`src/rtl/aes_round_ctrl_if.sv`:
```
// aes_round_ctrl_if: block, key-schedule and round-datapath signals of the AES round sequencer
interface aes_round_ctrl_if;
  logic         in_valid;
  logic         in_ready;
  logic [127:0] in_block;
  logic         rk_req;
  logic [3:0]   rk_idx;
  logic         rk_valid;
  logic [127:0] rk;
  logic [127:0] rnd_state;
  logic         rnd_last;
  logic [127:0] rnd_result;
  logic         out_valid;
  logic         out_ready;
  logic [127:0] out_block;
  logic         busy;
  modport master (
    input  in_valid, in_block, rk_valid, rk, rnd_result, out_ready,
    output in_ready, rk_req, rk_idx, rnd_state, rnd_last, out_valid, out_block, busy
  );
  modport slave (
    output in_valid, in_block, rk_valid, rk, rnd_result, out_ready,
    input  in_ready, rk_req, rk_idx, rnd_state, rnd_last, out_valid, out_block, busy
  );
endinterface

```
`src/rtl/aes_round_ctrl.sv`:
```
// aes_round_ctrl: iterative AES encryption round sequencer driving an external round datapath
module aes_round_ctrl #(
  parameter int NR = 10
) (
  input logic             clk,
  input logic             rst_n,
  aes_round_ctrl_if.master bus
);
  if (!(NR == 10 || NR == 12 || NR == 14)) begin : g_nr_check
    $error("aes_round_ctrl: NR must be 10, 12 or 14");
  end
  localparam logic [3:0] LAST = 4'(NR);
  typedef enum logic [1:0] {IDLE, KEY0, ROUND, DONE} state_t;
  state_t       st, nx;
  logic [3:0]   cnt;
  logic [127:0] pend, sreg;
  always_ff @(posedge clk or negedge rst_n)
    if (!rst_n) st <= IDLE;
    else st <= nx;
  always_comb begin
    nx            = st;
    bus.in_ready  = 1'b0;
    bus.rk_req    = 1'b0;
    bus.rk_idx    = 4'd0;
    bus.rnd_last  = 1'b0;
    bus.out_valid = 1'b0;
    case (st)
      IDLE: begin
        bus.in_ready = 1'b1;
        nx = bus.in_valid ? KEY0 : IDLE;
      end
      KEY0: begin
        bus.rk_req = 1'b1;
        nx = bus.rk_valid ? ROUND : KEY0;
      end
      ROUND: begin
        bus.rk_req   = 1'b1;
        bus.rk_idx   = cnt;
        bus.rnd_last = cnt == LAST;
        nx = (bus.rk_valid && cnt == LAST) ? DONE : ROUND;
      end
      DONE: begin
        bus.out_valid = 1'b1;
        nx = bus.out_ready ? IDLE : DONE;
      end
      default: nx = IDLE;
    endcase
  end
  // The key is consumed only while requested, so rk_valid in IDLE/DONE is inert.
  always_ff @(posedge clk or negedge rst_n)
    if (!rst_n) begin
      cnt  <= 4'd0;
      pend <= '0;
      sreg <= '0;
    end else if (st == IDLE && bus.in_valid) begin
      pend <= bus.in_block;
      cnt  <= 4'd0;
    end else if (st == KEY0 && bus.rk_valid) begin
      sreg <= pend ^ bus.rk;
      cnt  <= 4'd1;
    end else if (st == ROUND && bus.rk_valid) begin
      sreg <= bus.rnd_result;
      cnt  <= cnt == LAST ? cnt : cnt + 4'd1;
    end else if (st == DONE && bus.out_ready) begin
      cnt  <= 4'd0;
    end
  assign bus.busy      = st != IDLE;
  assign bus.rnd_state = sreg;
  assign bus.out_block = sreg;
endmodule

```
`src/flat_wrapper.sv`:
```
// flat-port wrapper written by rule: the top's interface ports become plain ports
module aes_round_ctrl_flat 
#(
  parameter int NR = 10
)
  (clk, rst_n, bus_in_valid, bus_in_block, bus_rk_valid, bus_rk, bus_rnd_result, bus_out_ready, bus_in_ready, bus_rk_req, bus_rk_idx, bus_rnd_state, bus_rnd_last, bus_out_valid, bus_out_block, bus_busy);
  aes_round_ctrl_if bus_i ();
  input logic clk;
  input logic rst_n;
  input wire logic [$bits(bus_i.in_valid)-1:0] bus_in_valid;
  input wire logic [$bits(bus_i.in_block)-1:0] bus_in_block;
  input wire logic [$bits(bus_i.rk_valid)-1:0] bus_rk_valid;
  input wire logic [$bits(bus_i.rk)-1:0] bus_rk;
  input wire logic [$bits(bus_i.rnd_result)-1:0] bus_rnd_result;
  input wire logic [$bits(bus_i.out_ready)-1:0] bus_out_ready;
  output wire logic [$bits(bus_i.in_ready)-1:0] bus_in_ready;
  output wire logic [$bits(bus_i.rk_req)-1:0] bus_rk_req;
  output wire logic [$bits(bus_i.rk_idx)-1:0] bus_rk_idx;
  output wire logic [$bits(bus_i.rnd_state)-1:0] bus_rnd_state;
  output wire logic [$bits(bus_i.rnd_last)-1:0] bus_rnd_last;
  output wire logic [$bits(bus_i.out_valid)-1:0] bus_out_valid;
  output wire logic [$bits(bus_i.out_block)-1:0] bus_out_block;
  output wire logic [$bits(bus_i.busy)-1:0] bus_busy;
  assign bus_i.in_valid = bus_in_valid;
  assign bus_i.in_block = bus_in_block;
  assign bus_i.rk_valid = bus_rk_valid;
  assign bus_i.rk = bus_rk;
  assign bus_i.rnd_result = bus_rnd_result;
  assign bus_i.out_ready = bus_out_ready;
  assign bus_in_ready = bus_i.in_ready;
  assign bus_rk_req = bus_i.rk_req;
  assign bus_rk_idx = bus_i.rk_idx;
  assign bus_rnd_state = bus_i.rnd_state;
  assign bus_rnd_last = bus_i.rnd_last;
  assign bus_out_valid = bus_i.out_valid;
  assign bus_out_block = bus_i.out_block;
  assign bus_busy = bus_i.busy;
  aes_round_ctrl #(.NR(NR)) u_core (.clk(clk), .rst_n(rst_n), .bus(bus_i));
endmodule
```
`config.mk`:
```
export PLATFORM = sky130hd
export DESIGN_NAME = aes_round_ctrl_flat
export DESIGN_NICKNAME = d
export VERILOG_FILES = /design/src/rtl/aes_round_ctrl_if.sv /design/src/rtl/aes_round_ctrl.sv /design/src/flat_wrapper.sv
export SDC_FILE = /design/constraint.sdc
export NUM_CORES = 1
export LEC_CHECK = 0
export CAP_MARGIN = 20
export CORE_AREA = 2 2 253 255
export CTS_CLUSTER_DIAMETER = 200
export DETAILED_ROUTE_END_ITERATION = 7
export DIE_AREA = 0 0 255 257
export SYNTH_ARGS = -nofsm -noshare
export SYNTH_HDL_FRONTEND = slang
export SYNTH_SLANG_ARGS = --single-unit
```
`constraint.sdc`:
```
create_clock -name clk -period 5.1 [get_ports clk]
set_input_delay 1.02 -clock clk [delete_from_list [all_inputs] [get_ports clk]]
set_output_delay 1.02 -clock clk [all_outputs]
set_load 0.02 [all_outputs]
```
==> impl_metrics.json, run 1 <==
{
  "drv_slew": 0,
  "relSlewSlack_pct": 55.21,
  "fillers": 6276,
  "p_leak_nw": 8.188,
  "vias": 10680,
  "fin_skew_ns": 0.02585,
  "synth_area_sq_um": 13020,
  "crit_fanout": 10,
  "die_y_um": 257,
  "die_area_sq_um": 65540,
  "instances_no_fill": 2647,
  "cts_tree": "built",
  "top_layer_used": "met5",
  "drive_gt1_share_pct": 11.67,
  "final-setup-viol-count": 0,
  "cts_root_buf": "clkbuf_16",
  "dp.cells": 2589,
  "rsz0062_at_grt": "false",
  "postSynthAreaPerCell_sq_um": 10.21,
  "cp_cell_sequence": "inv_1 > ha_1 > and4b_1 > clkdlybuf4s50_1",
  "clock-sinks": 262,
  "drt_pre_antenna_iters": 4,
  "yosysSeqAreaShare_pct": 50.35,
  "drc": 0,
  "cp.required_ns": 4.08,
  "powerDensity_nw_per_um2": 599.6,
  "grt_pass1_wl_mm": 66.03,
  "synth_cell_types": 35,
  "synth_flop_cell": "dfrtp_1",
  "vias_per_cell": 4.036,
  "cp-end-kind": "primary output",
  "clock_path_buffers": 3,
  "fmax_mhz": 278.3,
  "post_cts_resized": 0,
  "die_x_um": 255,
  "post-cts-setup-buffers": 0,
  "maxCapViolations": 0,
  "first_iter_violations": 436,
  "cts_buffers": 31,
  "grtUsageTotal_pct": 13.03,
  "status": "completed",
  "hpwl_mm": 34.03,
  "path_buf_inv": 2,
  "r2r_slack_ns": 2.77,
  "clkTransAtPathRegs_ns": 0.06,
  "dr_wl_met2_mm": 22.31,
  "fin_nets": 2172,
  "slowest_stage": "clkdlybuf4s50_1",
  "final_area_sq_um": 20630,
  "ys_ff_latch": 262,
  "hold_viol": 0,
  "wl_met3_mm": 3.696,
  "tightest_slew_ns": 0.6718,
  "rows": 92,
  "period_share_pct": 70.45,
  "postRouteAntennaNets": 0,
  "clock_latency_ns": 0.58,
  "synthesis.nets": 1671,
  "crit_family": "buffers and inverters",
  "grt_pass1_vias": 10880,
  "syn_inst": 1275,
  "path_class": "reg -> out",
  "min_period_ns": 3.593,
  "hold_class": "in -> async",
  "synthToLayoutAreaGrowth_pct": 58.45,
  "grt_max_degree": 133,
  "routed_wirelength_mm": 44.54,
  "cp-start-kind": "flip-flop",
  "post_drt_wl_per_cell_um": 16.83,
  "io_buffer_count": 653,
  "yosys_warnings": 0,
  "fin_util_pct": 32.89,
  "ys_async_sr_fraction_pct": 100.0,
  "initial_core_util_pct": 20.76,
  "finalSetupTns_ns": 0,
  "dpl_cell_area_sq_um": 19560,
  "fp.coreArea_sq_um": 62740,
  "gp_congestion": 0.8250,
  "boundaryPins": 654,
  "antenna_found_initial": 5,
  "grt_overflow_total": 0,
  "synth-edff-count": 0,
  "cts_hold_buf": 0,
  "wl_met1_mm": 17.02,
  "crit_arrival_ns": 2.57,
  "max_stage_delay_ns": 0.67,
  "worst_ir_drop_vdd_uv": 384.8,
  "cts-htree-levels": 1
}
kinds of logic (layout without fill, tap and decap cells):
family | Yosys count | count (layout) | share of synthesized area (%)
adder cells (fa/ha/maj) | 7 | 7 | 0.6726
AO/OA/AOI/OAI | 272 | 272 | 10.92
flip-flops | 262 | 262 | 50.35
multiplexers | 128 | 128 | 11.07
XOR/XNOR | 129 | 129 | 8.677
AND/OR/NAND/NOR | 271 | 271 | 8.110
buffers and inverters | 206 | 731 | 10.20
other | 0 | 1 | 0
placed cells by master, fill, tap and decap left out, types with 2 or more instances in the layout:
cell type and instances:
clkdlybuf4s50_1 652, dfrtp_1 262, a21oi_1 132, nand2_1 130, xnor2_1 128, nor2_1 128
mux2_2 128, o21ai_1 75, o21ai_0 54, clkbuf_16 31, clkbuf_8 10, clkinv_2 8
buf_12 8, buf_4 8, ha_1 7, inv_1 5, and2_2 4, bufinv_16 3
nand2_4 2, nand4_1 2, clkinvlp_4 2, clkbuf_1 2
stage by stage:
stage,setup slack (ns),hold WS [ns],power (mW)
finish,1.507,0.4202,12.37
global route,1.389,0.4464,13.17
CTS,1.470,0.4298,12.58
detailed placement,1.629,0.5019,10.18
global placement,1.712,0.4889,10.07
floorplan,2.982,0.5009,7.818
cells in the mapped netlist (2+ instances only):
cell type	instances	area (sq um)
buf_2	37	185.2
clkbuf_1	28	105.1
nand4_1	2	12.51
ha_1	7	87.58
buf_4	129	968.4
buf_1	4	15.01
inv_1	5	18.77
mux2_2	128	1441
o21ai_0	54	270.3
xnor2_1	128	1121
dfrtp_1	262	6556
buf_6	2	22.52
and2_2	4	30.03
nand2_1	132	495.5
nor2_1	128	480.5
a21oi_1	132	660.6
o21ai_1	75	375.4
worst reg2reg max path: stages (launching register included):
cell	delay, ns
dfrtp_1	0.36
inv_1	0.08
ha_1	0.28
nand2_4	0.51
buf_4	0.36
buf_12	0.26
nor2_1	0.11
a21oi_1	0.15
o21ai_1	0.08
layer usage:
layer | up-vias | global-route usage [%]
li1 | 5102 | -
met1 | 5062 | 14.93
met2 | 443 | 23.32
met3 | 68 | 3.550
met4 | 8 | 4.045
met5 | - | 0
power breakdown:
group / switching (mW) / total (mW) / internal (mW)
logic: 2.96 / 6.09 / 3.13
registers: 0.868 / 3.96 / 3.09
clock network: 0.922 / 2.32 / 1.40
sequential cells by signal, indices dropped and copies added (netlist names):
| signal | cells |
|---|---|
| u_core.st | 2 |
| u_core.bus.out_block | 128 |
| u_core.pend | 128 |
| u_core.cnt | 4 |
layout make-up:
cell class | count | area (sq um) | area share, %
repair buffers | 669 | 6761 | 32.77
flip-flops and latches | 262 | 6556 | 31.78
multi-input cells | 807 | 5160 | 25.01
well taps | 846 | 1059 | 5.130
clock buffers | 43 | 920.9 | 4.463
clock inverters | 14 | 153.9 | 0.7459
inverters | 5 | 18.77 | 0.09096
diodes | 1 | 2.502 | 0.01213
worst paths after layout:
| check | startpoint | end | cells after the start |
|---|---|---|---|
| max in group asynchronous | rst_n | u_core.bus.out_block[26]$_DFFE_PN0P_ | 2 |
| min | rst_n | u_core.pend[34]$_DFFE_PN0N_ | 1 |
| max | u_core.st[0]$_DFF_PN0_ | bus_rnd_last | 4 |
| max reg2reg | u_core.st[1]$_DFF_PN0_ | u_core.bus.out_block[47]$_DFFE_PN0P_ | 8 |
| min reg2reg | u_core.bus.out_block[127]$_DFFE_PN0P_ | u_core.bus.out_block[127]$_DFFE_PN0P_ | 2 |
| min in group clk | u_core.bus.out_block[127]$_DFFE_PN0P_ | u_core.bus.out_block[127]$_DFFE_PN0P_ | 2 |
(Power assumes the default switching activity.)
==> run 2, diff against run 1 <==
CORE_AREA = 2 2 256 258   (was 2 2 253 255)
DIE_AREA = 0 0 258 260   (was 0 0 255 257)
clock period = 3.3 ns   (was 5.1 ns; I/O delays follow)
==> run 2 against run 1 <==
Against the previous run:
- first-iteration DRC count up 12%
- largest power group unchanged
- cell count up 0.76%
- total power up 54%
- clock-buffer cell count unchanged
- hold slack worse by 0.31 ns
- wire length down 1.3%
- flip-flop and latch count unchanged
- critical endpoint unchanged
- highest routed layer is now met4
- critical path depth unchanged
- sequential share of layout area down 0.12 points
- via count down 0.24%
- non-clock buffer count up 11
- global-route usage down 0.63 points
==> impl_metrics.json, run 2 (synthesis results as in run 1) <==
{
  "rr_worst_depth": 7,
  "hpwl_mm": 33.77,
  "rows": 93,
  "fp.coreArea_sq_um": 64120,
  "p_leak_nw": 8.233,
  "p_int_mw": 11.73,
  "finalPower_mw": 19.08,
  "fin_skew_ns": 0.01498,
  "slowest_stage": "clkdlybuf4s50_1",
  "routed_wirelength_mm": 43.99,
  "fillers": 6487,
  "antenna_found_initial": 1,
  "mostFrequentLayoutCells": "clkdlybuf4s50_1 (652), dfrtp_1 (262), a21oi_1 (132)",
  "min_period_ns": 3.167,
  "fmax_mhz": 315.8,
  "status": "completed",
  "grt_pass1_wl_mm": 65.14,
  "switching_share_pct": 38.53,
  "crit_fanout": 10,
  "final_area_sq_um": 20710,
  "boundaryPins": 654,
  "initial_core_util_pct": 20.31,
  "r2r_start": "u_core.st[0]$_DFF_PN0_",
  "finalSetupTns_ns": 0,
  "share_comb_of_total_power_pct": 49.9,
  "period_share_pct": 95.97,
  "die_x_um": 258,
  "cts-htree-levels": 1,
  "dp.cells": 2609,
  "finalWorstSetupSlack_ns": 0.1331,
  "powerDensity_nw_per_um2": 921.2,
  "cp-end-kind": "primary output",
  "rsz0062_at_grt": "false",
  "grt_max_degree": 113,
  "cts_buffers": 31,
  "dp_worst_setup_slack_ns": 0.6706,
  "cp_cell_sequence": "inv_1 > ha_1 > and4b_1 > clkdlybuf4s50_1",
  "power_frac_seq_pct": 32.0,
  "clock_power_share_pct": 18.1,
  "drt_pre_antenna_iters": 4,
  "cts_root_buf": "clkbuf_16",
  "drc": 0,
  "post_drt_wl_per_cell_um": 16.49,
  "cp.required_ns": 2.64,
  "path_class": "reg -> out",
  "maxCapViolations": 0,
  "die_area_sq_um": 67080,
  "relSlewSlack_pct": 50.65,
  "post_cts_resized": 0,
  "fin_hold_ws_ns": 0.1137,
  "grt_overflow_total": 0,
  "clock_path_buffers": 3,
  "r2r-end": "u_core.cnt[2]$_DFFE_PN0P_",
  "io_buffer_count": 653,
  "final_common_cell": "clkdlybuf4s50_1",
  "clkTransAtPathRegs_ns": 0.06,
  "cp-start-kind": "flip-flop",
  "hold_class": "in -> async",
  "gp_congestion": 0.8773,
  "vias_per_cell": 3.996,
  "vias": 10660,
  "switchingPower_mw": 7.351,
  "postRouteAntennaNets": 0,
  "cts_hold_buf": 0,
  "crit_arrival_ns": 2.51,
  "fin_util_pct": 32.30,
  "drive_gt1_share_pct": 12.09,
  "grtUsageTotal_pct": 12.40,
  "hold_viol": 0,
  "dpl_cell_area_sq_um": 19670,
  "max_stage_delay_ns": 0.66,
  "final-setup-viol-count": 0,
  "clock_latency_ns": 0.58,
  "post-cts-setup-buffers": 0,
  "die_y_um": 260,
  "worst_ir_drop_vdd_uv": 593.1,
  "r2r_slack_ns": 1.24,
  "cts_tree": "built",
  "synthToLayoutAreaGrowth_pct": 59.03,
  "fin_nets": 2183,
  "tightest_slew_ns": 0.7402,
  "instances_no_fill": 2667,
  "clock-sinks": 262,
  "drv_slew": 0,
  "first_iter_violations": 488,
  "grt_pass1_vias": 10900
}
==> run 2: cell count changes in the layout (fill, tap and decap cells not counted) <==
cell | before | now
buf_4 | 8 | 17
buf_12 | 8 | 10
clkbuf_1 | 2 | 4
clkbuf_8 | 10 | 8
bufinv_16 | 3 | 2
clkinv_2 | 8 | 9
clkinvlp_4 | 2 | 1
inv_6 | 0 | 1
==> run 2: worst max path at each step <==
stage                                 startpoint                                   end  slack (ns)  depth (start not counted)
after floorplan           u_core.st[0]$_DFF_PN0_             u_core.cnt[2]$_DFFE_PN0P_        1.44                          8
after global placement              bus_rk_valid  u_core.bus.out_block[69]$_DFFE_PN0P_        0.71                          6
after detailed placement            bus_rk_valid  u_core.bus.out_block[69]$_DFFE_PN0P_        0.67                          6
after CTS                 u_core.st[0]$_DFF_PN0_                          bus_rnd_last        0.09                          4
after global routing      u_core.st[0]$_DFF_PN0_                          bus_rnd_last       0.003                          4
final                     u_core.st[0]$_DFF_PN0_                          bus_rnd_last        0.13                          4
==> run 2: final cells by class <==
cell class / count / area [sq um] / share of cell area, %
Tap cell: 855 / 1070 / 5.166
Inverter: 5 / 18.77 / 0.09063
Clock inverter: 14 / 130.1 / 0.6284
Sequential cell: 262 / 6556 / 31.66
Timing Repair Buffer: 680 / 6869 / 33.17
Antenna cell: 1 / 2.502 / 0.01208
Clock buffer: 43 / 900.9 / 4.350
Multi-Input combinational cell: 807 / 5160 / 24.92
==> run 2: layer usage <==
| layer | track usage, % | wire length, um |
|---|---|---|
| met5 | 0 | 0 |
| met4 | 4.383 | 1454 |
| met3 | 3.041 | 3291 |
| met2 | 22.33 | 22440 |
| met1 | 14.23 | 16800 |
==> run 2: power groups by stage <==
stage | clock [mW] | sequential [mW] | combinational (mW)
after global placement | 0 | 6.11 | 9.53
final | 3.45 | 6.11 | 9.52
after global routing | 3.70 | 6.31 | 10.2
after CTS | 3.57 | 6.14 | 9.64
after detailed placement | 0 | 6.17 | 9.63
after floorplan | 0 | 6.60 | 5.48
==> run 2: worst max-delay path: cells and delay by family (launching register included) <==
family | cells | cell delay (ns)
buffers and inverters | 2 | 0.77
flip-flops | 1 | 0.40
AND/OR/NAND/NOR | 1 | 0.39
adder cells (fa/ha/maj) | 1 | 0.36
